===== config.mk =====
export PLATFORM = sky130hd
export DESIGN_NAME = pixel_frame_reader
export DESIGN_NICKNAME = d
export VERILOG_FILES = /design/src/rtl/pixel_pkg.sv /design/src/rtl/pixel_sync_fifo.sv /design/src/rtl/pixel_frame_reader.sv
export SDC_FILE = /design/constraint.sdc
export NUM_CORES = 1
export LEC_CHECK = 0
export BUFFER_PORTS_ARGS = -buffer_cell sky130_fd_sc_hd__buf_4
export CORE_MARGIN = 1
export CORE_UTILIZATION = 57
export DETAILED_ROUTE_END_ITERATION = 10
export PLACE_DENSITY = 0.81
export SETUP_SLACK_MARGIN = 0.05
export SKIP_CTS_REPAIR_TIMING = 1
export SLEW_MARGIN = 20
export SYNTH_ARGS = -nofsm -noshare
export SYNTH_HDL_FRONTEND = slang
export SYNTH_SLANG_ARGS = --single-unit

===== constraint.sdc =====
create_clock -name clk -period 3.1 [get_ports clk]
set_input_delay 0.465 -clock clk [delete_from_list [all_inputs] [get_ports clk]]
set_output_delay 0.465 -clock clk [all_outputs]
set_load 0.005 [all_outputs]

===== src/rtl/pixel_pkg.sv =====
// Shared types and defaults for the pixel frame reader.
package pixel_pkg;

    localparam int unsigned PIX_DATA_W = 8;
    localparam int unsigned PIX_N_PIX  = 4;
    localparam int unsigned PIX_IDX_W  = 2;

    typedef enum logic [2:0] {
        S_IDLE    = 3'd0,
        S_ERASE   = 3'd1,
        S_EXPOSE  = 3'd2,
        S_CONVERT = 3'd3,
        S_READ    = 3'd4
    } phase_e;

    typedef struct packed {
        logic [PIX_IDX_W-1:0]  idx;
        logic [PIX_DATA_W-1:0] data;
    } pix_word_t;

    // Bit position of a one-hot read vector (lowest set bit wins).
    function automatic logic [PIX_IDX_W-1:0] onehot_to_idx(input logic [PIX_N_PIX-1:0] oh);
        logic [PIX_IDX_W-1:0] idx;
        idx = '0;
        for (int i = PIX_N_PIX - 1; i >= 0; i--) begin
            if (oh[i]) idx = PIX_IDX_W'(i);
        end
        return idx;
    endfunction

endpackage


===== src/rtl/pixel_sync_fifo.sv =====
// First-word fall-through FIFO of pixel words; a pop frees a slot for a same-cycle push.
module pixel_sync_fifo
    import pixel_pkg::*;
#(
    parameter int unsigned DEPTH = 4
) (
    input  logic      clk,
    input  logic      rst_n,
    input  logic      push_i,
    input  pix_word_t wdata_i,
    input  logic      pop_i,
    output pix_word_t rdata_o,
    output logic      full_o,
    output logic      empty_o
);

    localparam int unsigned PTR_W = (DEPTH > 1) ? $clog2(DEPTH) : 1;
    localparam int unsigned CNT_W = PTR_W + 1;

    pix_word_t        mem_q [DEPTH];
    logic [PTR_W-1:0] wr_ptr_q;
    logic [PTR_W-1:0] rd_ptr_q;
    logic [CNT_W-1:0] count_q;
    logic             do_push;
    logic             do_pop;

    assign empty_o = (count_q == '0);
    assign full_o  = (count_q == CNT_W'(DEPTH));
    assign do_pop  = pop_i && !empty_o;
    assign do_push = push_i && (!full_o || do_pop);
    assign rdata_o = mem_q[rd_ptr_q];

    // Storage array; no reset needed, occupancy is tracked by count_q.
    always_ff @(posedge clk) begin
        if (do_push) mem_q[wr_ptr_q] <= wdata_i;
    end

    // Pointers and occupancy.
    always_ff @(posedge clk or negedge rst_n) begin
        if (!rst_n) begin
            wr_ptr_q <= '0;
            rd_ptr_q <= '0;
            count_q  <= '0;
        end else begin
            if (do_push) wr_ptr_q <= wr_ptr_q + PTR_W'(1);
            if (do_pop)  rd_ptr_q <= rd_ptr_q + PTR_W'(1);
            case ({do_push, do_pop})
                2'b10:   count_q <= count_q + CNT_W'(1);
                2'b01:   count_q <= count_q - CNT_W'(1);
                default: count_q <= count_q;
            endcase
        end
    end

endmodule


===== src/rtl/pixel_frame_reader.sv =====
// Checks the erase/expose/convert/read phase sequence, captures ADC codes on
// read rising edges and streams them out through a small FIFO.
// DATA_W and N_PIX must match the pixel_pkg defaults in this release.
module pixel_frame_reader
    import pixel_pkg::*;
#(
    parameter int unsigned DATA_W     = PIX_DATA_W,
    parameter int unsigned N_PIX      = PIX_N_PIX,
    parameter int unsigned FIFO_DEPTH = 4,
    parameter int unsigned CNT_W      = 16
) (
    input  logic              clk,
    input  logic              reset,
    input  logic              erase,
    input  logic              expose,
    input  logic              convert,
    input  logic [N_PIX-1:0]  read,
    input  logic [DATA_W-1:0] adc_data,
    output logic [DATA_W-1:0] out_data,
    output logic [1:0]        out_idx,
    output logic              out_valid,
    input  logic              out_ready,
    output logic              frame_done,
    output logic              seq_err,
    output logic              overflow,
    output logic [CNT_W-1:0]  frame_cnt
);

    phase_e             state_q, state_d;
    logic [N_PIX-1:0]   read_prev_q;
    logic [N_PIX-1:0]   lane_mask_q, lane_mask_d;
    logic               frame_done_q, frame_done_d;
    logic               seq_err_q, seq_err_d;
    logic               overflow_q, overflow_d;
    logic [CNT_W-1:0]   frame_cnt_q, frame_cnt_d;

    logic               any_read;
    logic [N_PIX-1:0]   rise;
    logic               read_multi;
    logic [2:0]         n_strb;
    logic               phase_multi;
    logic               bad_strb;
    logic               cap_try;
    logic               dup;
    logic               push;
    logic               complete;

    pix_word_t          wdata;
    pix_word_t          head;
    logic               fifo_full;
    logic               fifo_empty;
    logic               pop;

    // Strobe decode: edge detect, multi-hot checks and per-phase legality.
    always_comb begin
        any_read    = |read;
        rise        = read & ~read_prev_q;
        read_multi  = (read & (read - N_PIX'(1))) != '0;
        n_strb      = 3'(erase) + 3'(expose) + 3'(convert) + 3'(any_read);
        phase_multi = n_strb > 3'd1;
        bad_strb    = 1'b0;
        case (state_q)
            S_IDLE:    bad_strb = expose || convert || (|rise);
            S_ERASE:   bad_strb = convert || any_read;
            S_EXPOSE:  bad_strb = erase || any_read;
            S_CONVERT: bad_strb = erase || expose;
            S_READ:    bad_strb = expose || convert;
            default:   bad_strb = 1'b1;
        endcase
        cap_try  = ((state_q == S_CONVERT) || (state_q == S_READ)) && !phase_multi &&
                   !bad_strb && !read_multi && (|rise);
        dup      = cap_try && ((lane_mask_q & rise) != '0);
        push     = cap_try && !dup;
        complete = push && (&(lane_mask_q | rise));
    end

    // Next phase.
    always_comb begin
        state_d = state_q;
        if (phase_multi || bad_strb) begin
            state_d = S_IDLE;
        end else begin
            case (state_q)
                S_IDLE:    if (erase)    state_d = S_ERASE;
                S_ERASE:   if (expose)   state_d = S_EXPOSE;
                S_EXPOSE:  if (convert)  state_d = S_CONVERT;
                S_CONVERT: if (any_read) state_d = complete ? S_IDLE : S_READ;
                S_READ: begin
                    if (erase)         state_d = S_ERASE;
                    else if (complete) state_d = S_IDLE;
                end
                default:   state_d = S_IDLE;
            endcase
        end
    end

    // Flag, counter and lane-mask updates.
    always_comb begin
        frame_done_d = complete;
        frame_cnt_d  = complete ? frame_cnt_q + CNT_W'(1) : frame_cnt_q;
        seq_err_d    = seq_err_q | phase_multi | bad_strb | read_multi | dup |
                       ((state_q == S_READ) && erase);
        overflow_d   = overflow_q | (push && fifo_full && !pop);
        lane_mask_d  = '0;
        if ((state_d == S_CONVERT) || (state_d == S_READ)) begin
            lane_mask_d = push ? (lane_mask_q | rise) : lane_mask_q;
        end
        wdata.idx  = onehot_to_idx(PIX_N_PIX'(read));
        wdata.data = PIX_DATA_W'(adc_data);
    end

    // Phase state register.
    always_ff @(posedge clk or negedge reset) begin
        if (!reset) state_q <= S_IDLE;
        else        state_q <= state_d;
    end

    // Edge history, lane mask, flags and frame counter.
    always_ff @(posedge clk or negedge reset) begin
        if (!reset) begin
            read_prev_q  <= '0;
            lane_mask_q  <= '0;
            frame_done_q <= 1'b0;
            seq_err_q    <= 1'b0;
            overflow_q   <= 1'b0;
            frame_cnt_q  <= '0;
        end else begin
            read_prev_q  <= read;
            lane_mask_q  <= lane_mask_d;
            frame_done_q <= frame_done_d;
            seq_err_q    <= seq_err_d;
            overflow_q   <= overflow_d;
            frame_cnt_q  <= frame_cnt_d;
        end
    end

    assign pop = out_valid && out_ready;

    pixel_sync_fifo #(
        .DEPTH (FIFO_DEPTH)
    ) u_fifo (
        .clk     (clk),
        .rst_n   (reset),
        .push_i  (push),
        .wdata_i (wdata),
        .pop_i   (pop),
        .rdata_o (head),
        .full_o  (fifo_full),
        .empty_o (fifo_empty)
    );

    assign out_valid  = !fifo_empty;
    assign out_data   = DATA_W'(head.data);
    assign out_idx    = head.idx;
    assign frame_done = frame_done_q;
    assign seq_err    = seq_err_q;
    assign overflow   = overflow_q;
    assign frame_cnt  = frame_cnt_q;

endmodule


==> impl_metrics.toml <==
[layout]
fin_area_mm2 = 0.00412
fin_nets = 341
fill_cells = 416
layout.cells.non_filler = 396
utilization = 0.696
seq_area_mm2 = 0.00213
area.growth.synth_to_final_pct = 17.5
multi_input_area_mm2 = 0.00129
antenna-diode-count = 0
drive_above_1_share = 0.265

[yosys]
synth_top_family_by_area = "simple AND/OR/NAND/NOR gates"
synth_common_cells = "edfxtp_1 (40), dfrtp_1 (37), nor2_1 (17)"
syn_avg_cell_area_um2 = 13.5
synth_xor_area_frac = 0.0499
synth_fp_nets = 284
synth_seq_cells = 77
ys_seq_area_frac = 0.606
async_flop_share = 0.481
muxShareOfSynthArea = 0.0820
synth_flop_cell = "edfxtp_1"
synth_area_leaders = "edfxtp_1 (34%), dfrtp_1 (26%), mux4_2 (6.4%)"
yosysTopAreaCell = "edfxtp_1"
synth_cell_types = 50
syn-cell-area_mm2 = 0.00351
synth.most_common_cell = "edfxtp_1"
yosys.area_share.simple = 0.159
yosysTopAreaCellShare = 0.342
synth_compound_area_frac = 0.0485
synthAdderAreaFrac = 0.0292
yosysWarnings = 0
syn_inst = 259
synth-edff-count = 40

[cts]
cts_root_buf = "clkbuf_8"
cts_sinks = 77
insertion_delay_ns = 0.34
clk_pin_slew_ns = 0.07
clock_path_buffers = 2
cts_max_level = 3
numCtsBuffers = 9
cts_tree = "built"

[placed_design]
io_buffers = 47
place_area_mm2 = 0.00397
dp_hpwl_mm = 4.69
dp_slack_ns = 0.190
placed_cells = 380
place_congestion = 0.840

[hold_path]
hold_class = "in2async"

[run]
drv_cap = 0

[power_and_ir_drop]
peakVddDrop_uv = 409
leakagePower_nw = 1.75
powerDensity_mw_per_mm2 = 551
p_total_mw = 2.27

[timing]
fin_crit_sh = 0.899
skew_ns = 0.0105
fin_setup_tns_ns = 0
drv_slew = 0
holdWs_ns = 0.0593
setup_viol = 0
finalHoldViolations = 0
setup_ws_ns = 0.314
fin_crit_ns = 2.79
max_freq_ghz = 0.359
rsz0062_at_grt = "no"
max_slew.worst_pin.slew_ns = 0.746
maxSlewHeadroom = 0.503

[drt]
ant_nets = 0
routedWlPerCell_um = 16.8
drc = 0
wl_mm = 6.64
drt-vias-per-instance = 5.83
first_iter_violations = 162
drt_first_pass_iters = 4
via_count = 2308

[setup_path]
crit_required_ns = 3.33
cp.arrival_ns = 3.01
timing.rr.start = "state_q[0]"
reg2reg_to = "frame_cnt[1]"
start_kind = "flop"
reg2regPathDepth = 6
setup.worst_path.class = "reg2reg"
cp_max_fo = 13
cp-end-kind = "flop"
regToRegSetupSlack_ns = 0.31

[grt]
grt_pass1_wl_mm = 10.9
antenna_found_initial = 0
grt_max_degree = 38
grt_overflow = 0
grt_pass1_vias = 2250
grt_use_total = 0.232

[floorplanning]
core_area_mm2 = 0.00592
die_x_um = 80.5
die_h_um = 80.5
dieArea_mm2 = 0.00647
ios = 48
fp-row-count = 28
start_util = 0.593

[status]
status = "completed"
[worst max-delay path, stage by stage (launching register included)]
cell and delay (ns):
dfrtp_1 0.50, nor2_4 0.24, a21boi_0 0.18, or4b_4 0.54
or3_1 0.54, nor2_1 0.30, mux2_2 0.36
[final cells by class]
class	instances	area share
repair buffers	55	0.100
multi-input cells	162	0.314
inverters	11	0.0100
clock buffers	13	0.0337
well taps	75	0.0228
clock inverters	3	0.00334
flip-flops and latches	77	0.516
[how the worst max path moves through the flow]
stage               startpoint                end  slack, ns
finish              state_q[0]       frame_cnt[1]       0.31
global route        state_q[0]       frame_cnt[4]       0.16
CTS                 state_q[0]       frame_cnt[1]       0.35
detailed placement     read[0]  u_fifo.count_q[2]       0.19
global placement       read[0]  u_fifo.count_q[2]       0.28
floorplan              read[0]  u_fifo.count_q[2]       0.30
[per-layer routing]
layer  global-route usage  share of wire  vias to the layer above
met5                    0              0                        -
met3               0.0705          0.052                        9
met2                0.381           0.50                       58
li1                     -              -                     1080
met1                0.299           0.43                     1161
met4               0.0643          0.012                        0
[sequential cells by signal (all words and copies together), names as in the netlist]
register         flops
u_fifo.rd_ptr_q      2
u_fifo.wr_ptr_q      2
state_q              3
overflow             1
frame_cnt           16
read_prev_q          4
u_fifo.mem_q        40
u_fifo.count_q       3
frame_done           1
seq_err              1
lane_mask_q          4
[power breakdown]
part	switching (mW)	leakage, nW	total, mW	internal (mW)
registers	0.104	0.843	1.22	1.11
clock network	0.336	0.0788	0.623	0.287
logic	0.157	0.828	0.432	0.275
[cells in the final DEF, fill, tap and decap left out, types with 2 or more instances in the layout]
cell,count
a211o_1,2
a21o_1,2
a21oi_1,7
a31oi_1,4
and2_1,4
and2b_1,4
and3_1,6
buf_4,55
clkbuf_1,4
clkbuf_8,9
clkinv_2,2
dfrtp_1,37
edfxtp_1,40
fa_1,2
ha_1,5
inv_1,11
mux2_2,2
mux2i_1,4
mux4_2,10
nand2_1,12
nand2b_1,2
nand3_1,8
nand3b_1,5
nand4_1,4
nor2_1,17
nor3_1,10
nor4_1,7
nor4b_1,2
o21a_1,2
or3_1,3
xnor2_1,4
xor2_1,16
[logic make-up (layout without fill, tap and decap cells)]
logic type	after synthesis	count (layout)
DFF	77	77
muxes	16	16
xor gates and xnor gates	20	20
adders and majority gates	7	7
and+or+nand+nor	94	94
AOI/OAI and AO/OA	25	25
buffers and inverters	20	82
(Power assumes the default switching activity.)
